[src/rtl/jtag_l2_burst_adapter.sv]
// JTAG L2 burst adapter: splits bridge word bursts into single-word TCDM accesses.
// Optional window/alignment checking is compiled in with JTAG_L2_ADDR_CHECK_EN.
module jtag_l2_burst_adapter #(
    parameter int unsigned ADDR_W        = 32,
    parameter int unsigned RD_FIFO_DEPTH = 2,
    parameter logic [31:0] L2_BASE       = 32'h0000_0000,
    parameter logic [31:0] L2_SIZE       = 32'h0008_0000
) (
    input  logic              clk_i,
    input  logic              rst_n,
    input  logic              cmd_valid_i,
    output logic              cmd_ready_o,
    input  logic              cmd_we_i,
    input  logic [ADDR_W-1:0] cmd_addr_i,
    input  logic [7:0]        cmd_len_i,
    input  logic              wdata_valid_i,
    output logic              wdata_ready_o,
    input  logic [31:0]       wdata_i,
    output logic              rdata_valid_o,
    input  logic              rdata_ready_i,
    output logic [31:0]       rdata_o,
    output logic              resp_valid_o,
    output logic              resp_err_o,
    output logic              l2_req_o,
    input  logic              l2_gnt_i,
    output logic [ADDR_W-1:0] l2_addr_o,
    output logic              l2_we_o,
    output logic [3:0]        l2_be_o,
    output logic [31:0]       l2_wdata_o,
    input  logic              l2_rvalid_i,
    input  logic [31:0]       l2_rdata_i
);

    localparam int unsigned PTR_W = (RD_FIFO_DEPTH > 1) ? $clog2(RD_FIFO_DEPTH) : 1;
    localparam int unsigned CNT_W = $clog2(RD_FIFO_DEPTH + 1);

    localparam logic [ADDR_W-1:0] ADDR_MASK = {{(ADDR_W-2){1'b1}}, 2'b00};
    localparam logic [CNT_W:0]    DEPTH_W   = (CNT_W+1)'(RD_FIFO_DEPTH);
    localparam logic [CNT_W-1:0]  DEPTH_C   = CNT_W'(RD_FIFO_DEPTH);
    localparam logic [PTR_W-1:0]  PTR_LAST  = PTR_W'(RD_FIFO_DEPTH - 1);
    localparam logic [31:0]       ERR_DATA  = 32'hDEAD_BEEF;

    typedef enum logic [1:0] {
        S_IDLE,
        S_WRITE,
        S_READ,
        S_RESP
    } state_t;

    state_t            r_state;
    state_t            w_state_nxt;

    logic [ADDR_W-1:0] r_addr;
    logic [7:0]        r_len;
    logic [7:0]        r_cnt;
    logic [8:0]        r_issued;
    logic [8:0]        r_popped;
    logic              r_err;
    logic [CNT_W-1:0]  r_in_flight;
    logic [CNT_W-1:0]  r_count;
    logic [PTR_W-1:0]  r_wptr;
    logic [PTR_W-1:0]  r_rptr;
    logic [31:0]       r_mem [RD_FIFO_DEPTH];

    logic              w_cmd_hs;
    logic              w_cmd_err;
    logic              w_more;
    logic              w_room;
    logic              w_wbeat;
    logic              w_rgnt;
    logic              w_err_push;
    logic              w_issue;
    logic              w_rv;
    logic              w_push;
    logic              w_pop;
    logic              w_last_pop;
    logic [31:0]       w_push_data;

`ifdef JTAG_L2_ADDR_CHECK_EN
    localparam int unsigned EXT_W = ((ADDR_W > 32) ? ADDR_W : 32) + 2;

    logic [EXT_W-1:0] w_beg;
    logic [EXT_W-1:0] w_end;
    logic [EXT_W-1:0] w_lo;
    logic [EXT_W-1:0] w_hi;

    // Widened so the end-of-burst bound cannot wrap around the address space.
    assign w_beg     = EXT_W'(cmd_addr_i);
    assign w_end     = w_beg + EXT_W'({cmd_len_i, 2'b00}) + EXT_W'(4);
    assign w_lo      = EXT_W'(L2_BASE);
    assign w_hi      = w_lo + EXT_W'(L2_SIZE);
    assign w_cmd_err = (cmd_addr_i[1:0] != 2'b00) | (w_beg < w_lo) | (w_end > w_hi);
`else
    assign w_cmd_err = 1'b0;
`endif

    function automatic logic [PTR_W-1:0] ptr_inc(input logic [PTR_W-1:0] p);
        return (p == PTR_LAST) ? '0 : p + PTR_W'(1);
    endfunction

    assign w_cmd_hs    = cmd_valid_i & cmd_ready_o;
    assign w_more      = r_issued <= {1'b0, r_len};
    assign w_room      = ({1'b0, r_in_flight} + {1'b0, r_count}) < DEPTH_W;
    assign w_rv        = rst_n & l2_rvalid_i & (r_in_flight != '0);
    assign w_push      = w_err_push | w_rv;
    assign w_push_data = r_err ? ERR_DATA : l2_rdata_i;
    assign w_issue     = w_rgnt | w_err_push;
    assign w_pop       = rdata_valid_o & rdata_ready_i;
    assign w_last_pop  = w_pop & (r_popped == {1'b0, r_len});

    assign rdata_valid_o = rst_n & (r_count != '0);
    assign rdata_o       = rst_n ? r_mem[r_rptr] : 32'h0;
    assign resp_err_o    = resp_valid_o & r_err;
    assign l2_addr_o     = rst_n ? r_addr : '0;
    assign l2_be_o       = rst_n ? 4'hF : 4'h0;
    assign l2_wdata_o    = rst_n ? wdata_i : 32'h0;

    always_comb begin
        w_state_nxt   = r_state;
        cmd_ready_o   = 1'b0;
        wdata_ready_o = 1'b0;
        l2_req_o      = 1'b0;
        l2_we_o       = 1'b0;
        resp_valid_o  = 1'b0;
        w_wbeat       = 1'b0;
        w_rgnt        = 1'b0;
        w_err_push    = 1'b0;
        if (rst_n) begin
            unique case (r_state)
                S_IDLE: begin
                    cmd_ready_o = 1'b1;
                    if (cmd_valid_i) begin
                        w_state_nxt = cmd_we_i ? S_WRITE : S_READ;
                    end
                end
                S_WRITE: begin
                    if (r_err) begin
                        wdata_ready_o = wdata_valid_i;
                        w_wbeat       = wdata_valid_i;
                    end else begin
                        l2_req_o      = wdata_valid_i;
                        l2_we_o       = 1'b1;
                        wdata_ready_o = l2_gnt_i;
                        w_wbeat       = wdata_valid_i & l2_gnt_i;
                    end
                    if (w_wbeat && (r_cnt == 8'd0)) begin
                        w_state_nxt = S_RESP;
                    end
                end
                S_READ: begin
                    // Errored reads feed filler beats straight into the FIFO.
                    if (r_err) begin
                        w_err_push = w_more & (r_count < DEPTH_C);
                    end else begin
                        l2_req_o = w_more & w_room;
                        w_rgnt   = l2_req_o & l2_gnt_i;
                    end
                    if (w_last_pop) begin
                        w_state_nxt = S_RESP;
                    end
                end
                S_RESP: begin
                    resp_valid_o = 1'b1;
                    w_state_nxt  = S_IDLE;
                end
                default: begin
                    w_state_nxt = S_IDLE;
                end
            endcase
        end
    end

    always_ff @(posedge clk_i) begin
        if (!rst_n) begin
            r_state     <= S_IDLE;
            r_addr      <= '0;
            r_len       <= 8'd0;
            r_cnt       <= 8'd0;
            r_issued    <= 9'd0;
            r_popped    <= 9'd0;
            r_err       <= 1'b0;
            r_in_flight <= '0;
            r_count     <= '0;
            r_wptr      <= '0;
            r_rptr      <= '0;
        end else begin
            r_state <= w_state_nxt;
            if (w_cmd_hs) begin
                r_addr   <= cmd_addr_i & ADDR_MASK;
                r_len    <= cmd_len_i;
                r_cnt    <= cmd_len_i;
                r_issued <= 9'd0;
                r_popped <= 9'd0;
                r_err    <= w_cmd_err;
            end
            if (w_wbeat) begin
                r_addr <= r_addr + ADDR_W'(4);
                r_cnt  <= r_cnt - 8'd1;
            end
            if (w_rgnt) begin
                r_addr <= r_addr + ADDR_W'(4);
            end
            if (w_issue) begin
                r_issued <= r_issued + 9'd1;
            end
            if (w_pop) begin
                r_popped <= r_popped + 9'd1;
                r_rptr   <= ptr_inc(r_rptr);
            end
            if (w_rgnt && !w_rv) begin
                r_in_flight <= r_in_flight + CNT_W'(1);
            end else if (!w_rgnt && w_rv) begin
                r_in_flight <= r_in_flight - CNT_W'(1);
            end
            if (w_push) begin
                r_wptr <= ptr_inc(r_wptr);
            end
            if (w_push && !w_pop) begin
                r_count <= r_count + CNT_W'(1);
            end else if (!w_push && w_pop) begin
                r_count <= r_count - CNT_W'(1);
            end
        end
    end

    // Storage needs no reset: occupancy and pointers decide what is visible.
    always_ff @(posedge clk_i) begin
        if (w_push) begin
            r_mem[r_wptr] <= w_push_data;
        end
    end

endmodule

[config.mk]
export PLATFORM = sky130hd
export DESIGN_NAME = jtag_l2_burst_adapter
export DESIGN_NICKNAME = d
export VERILOG_FILES = /design/src/rtl/jtag_l2_burst_adapter.sv
export SDC_FILE = /design/constraint.sdc
export NUM_CORES = 1
export LEC_CHECK = 0
export BUFFER_PORTS_ARGS = -buffer_cell sky130_fd_sc_hd__buf_4
export CORE_UTILIZATION = 52
export CTS_CLUSTER_DIAMETER = 50
export DETAILED_ROUTE_END_ITERATION = 16
export PLACE_DENSITY = 0.81
export SETUP_SLACK_MARGIN = 0.5
export SLEW_MARGIN = 20
export SYNTH_ARGS = -nofsm -noshare
export SYNTH_HDL_FRONTEND = slang
export SYNTH_SLANG_ARGS = --single-unit
[constraint.sdc]
create_clock -name clk_i -period 3.4 [get_ports clk_i]
set_input_delay 0.68 -clock clk_i [delete_from_list [all_inputs] [get_ports clk_i]]
set_output_delay 0.68 -clock clk_i [all_outputs]
set_load 0.02 [all_outputs]
==> impl_metrics.yaml <==
run_status:
  status: "complete, no violations"
sta:
  postLayoutSetupSlackWorst_ns: 0.4419
  fin_tns_setup_ns: 0
  period_needed_ns: 2.958
  grt_setup_unrepaired: "yes"
  fin_crit_sh_pct: 87.00
  skew_ns: 0.007392
  slew_headroom_pct: 55.54
  final_hold_viol_count: 0
  fmax_mhz: 338.1
  worst_pin_slew_ns: 0.6654
  setup_viol: 0
  drv_slew: 0
power_and_ir_drop:
  pwr-share-comb_pct: 27.6
  p_sw_uw: 1704
  clkPwrFrac_pct: 31.8
  netSwitchingFraction_pct: 32.87
  p_int_uw: 3479
  leakage_uw: 0.003877
  ir_worst_vdd_uv: 429.3
  power.density_mw_per_mm2: 546.6
  p_seq_share_pct: 40.6
grt:
  antenna_found_initial: 0
  overflow: 0
  grt_pass1_wl_mm: 28.32
  grt_pass1_vias: 5919
  grt_max_degree: 50
  track_usage_pct: 25.53
worst_setup_path:
  startpoint: "r_in_flight[0]"
  r2r-start: "r_len[7]"
  cp-start-kind: "flip-flop"
  endpoint_kind: "output pin"
  critical_path_class: "reg2out"
  crit_arrival_ns: 2.28
  critPathMaxFanout: 3
  rr_worst_depth: 9
  cp.required_ns: 2.72
detailed_routing:
  drt_wl_total_mm: 18.20
  firstDrtPassIters: 5
  wl_per_cell_um: 15.93
  viasPerCell: 5.625
  drc: 0
  ant_nets: 0
  first_iter_violations: 498
  vias: 6424
die:
  initial_core_util_pct: 53.38
  rows: 42
  coreArea_mm2: 0.01330
  die_height_um: 118.8
  die_w_um: 118.8
  io_pins: 219
  dieArea_mm2: 0.01412
synth:
  synth_mux_area_share_pct: 5.554
  synth_edf_count: 64
  synth_fa_ha_area_share_pct: 3.632
  netlist-cell-type-count: 58
  yosys_warnings: 0
  postSynthCellCount: 743
  synth-seq-area-share_pct: 47.67
  async_reset_ff_share_pct: 0
  avgSynthCellArea_um2: 9.552
  synthXorXnorAreaFrac_pct: 1.604
  synth_area_mm2: 0.007097
  synthSimpleGateAreaFrac_pct: 24.28
  synth_top_family_by_area: "simple AND/OR/NAND/NOR gates"
  synth_compound_area_share_pct: 12.75
  ys.flop_type: "dfxtp_1"
  ys_ff_latch: 137
final_layout:
  antenna_cells: 0
  final_nets: 1085
  multi_input_area_mm2: 0.003483
  layout_common_cells: "buf_4, nor2_1, nand2_1, dfxtp_1, and2_1"
  fillers: 1023
  layout-drive-gt1-share_pct: 30.43
  seqCellArea_mm2: 0.003393
  area_growth_pct: 33.59
  mostFrequentLayoutCell: "buf_4"
flow_run:
  cap_viol_max_count: 0
clocking:
  cts.sinks: 137
  numCtsBuffers: 17
  cts_tree: "done"
  clockBufferDepth: 2
  clk_pin_slew_ns: 0.06
  hold_buffers: 0
  htree_levels: 4
  clkLatencyLatePin_ns: 0.42
  cts_root_buf: "clkbuf_16"
placement:
  pre_cts_slack_ns: 0.5637
  dp_hpwl_mm: 12.55
  place.gp.congestion: 0.8469
  port_buffers: 213
worst_hold_path:
  hp-start: "l2_rdata_i[5]"
  hold_class: "in2reg"
  hold_depth: 1
## cell families after synthesis
logic type | after synthesis
and+or+nand+nor | 335
adders and majority gates | 20
muxes | 39
DFF | 137
buffers and inverters | 72
other | 1
AOI/OAI and AO/OA | 126
xor gates and xnor gates | 13
## worst max-delay path: stages, from the launching register on
cell and delay, ns:
dfxtp_4 0.34, and2_4 0.15, fa_1 0.49, nor4b_4 0.37, nand2_1 0.15, a21oi_2 0.21
buf_6 0.15
## routing by layer
| layer | routed length (um) | vias to the layer above | GRT usage [%] |
|---|---|---|---|
| met1 | 7343 | 2985 | 29.89 |
| met4 | 327 | 0 | 9.019 |
| li1 | - | 3118 | - |
| met5 | 0 | - | 0 |
| met3 | 1724 | 33 | 9.195 |
| met2 | 8801 | 288 | 43.09 |
## power by group through the flow
stage,clock [uW],combinational [uW],sequential [uW]
floorplan,0,899,2060
global placement,0,1320,2120
detailed placement,0,1340,2130
CTS,1670,1390,2090
global route,1730,1550,2130
finish,1650,1430,2100
## metrics by stage
step | hold slack [ns] | util, % | total power, uW | area [um^2] | instances
finish | 0.4394 | 71.31 | 5182 | 9480 | 1142
global route | 0.4245 | 71.31 | 5405 | 9480 | 1142
floorplan | 0.4534 | - | 2963 | 7104 | 745
detailed placement | 0.4743 | 66.53 | 3470 | 8846 | 1105
CTS | 0.4316 | 70.87 | 5152 | 9423 | 1140
global placement | 0.4717 | 66.53 | 3441 | 8846 | 1105
## final timing paths
path                               endpoint  slack, ns
worst max-delay path               l2_req_o       0.44
worst min-delay path            r_mem[1][5]       0.44
worst max register to register   r_addr[22]       0.65
worst min register to register     r_len[3]       0.48
## flip-flops by register name (all words and copies together) (netlist names), named ones only
name and flops:
r_state 2, r_rptr 1, r_wptr 1, r_issued 9, r_in_flight 2, r_cnt 8, r_addr 30, r_len 8
r_popped 9, r_mem 64, r_count 2
## cells in the mapped netlist, types with 3 or more instances
master    instances  area share (%)
and4_1            3            0.37
a21boi_0          3            0.32
mux2_2            3            0.48
xor2_1           13             1.6
nor4_1            9            0.79
or3_1            17             1.5
ha_1             19             3.3
clkbuf_1         30             1.6
a221oi_1          5            0.62
nor3_1           17             1.2
and2_1           67             5.9
nor2_1           75             4.0
nand4_1          10            0.88
o211ai_1          3            0.32
buf_4             7            0.74
a21oi_1          26             1.8
a32oi_1           9             1.1
o21ai_0          36             2.5
and3_1           13             1.1
nand3b_1          5            0.53
nand2_1          68             3.6
o221ai_1          9             1.1
a211oi_1          3            0.32
mux2i_1          36             5.1
dfxtp_1          73              21
nand3_1          32             2.3
or4_1             5            0.53
buf_1             4            0.21
edfxtp_1         64              27
inv_1            26             1.4
nor3b_1           4            0.42
a221o_1          16             2.3
## repair_timing
item / 4_1_cts / 5_1_grt
resized for setup: 4 / 13
setup buffers: 2 / 2
pin swaps: 5 / 7
gates cloned: 1 / 0
endpoints found under the setup margin: 5 / 20
## cell type report
type / instances / area share (%)
multi-input cells: 537 / 36.74
flip-flops and latches: 137 / 35.79
repair buffers: 233 / 18.49
clock buffers: 18 / 4.527
well taps: 176 / 2.323
inverters: 27 / 1.069
clock inverters: 14 / 1.056
No activity file was read; power rests on OpenSTA's default activity.
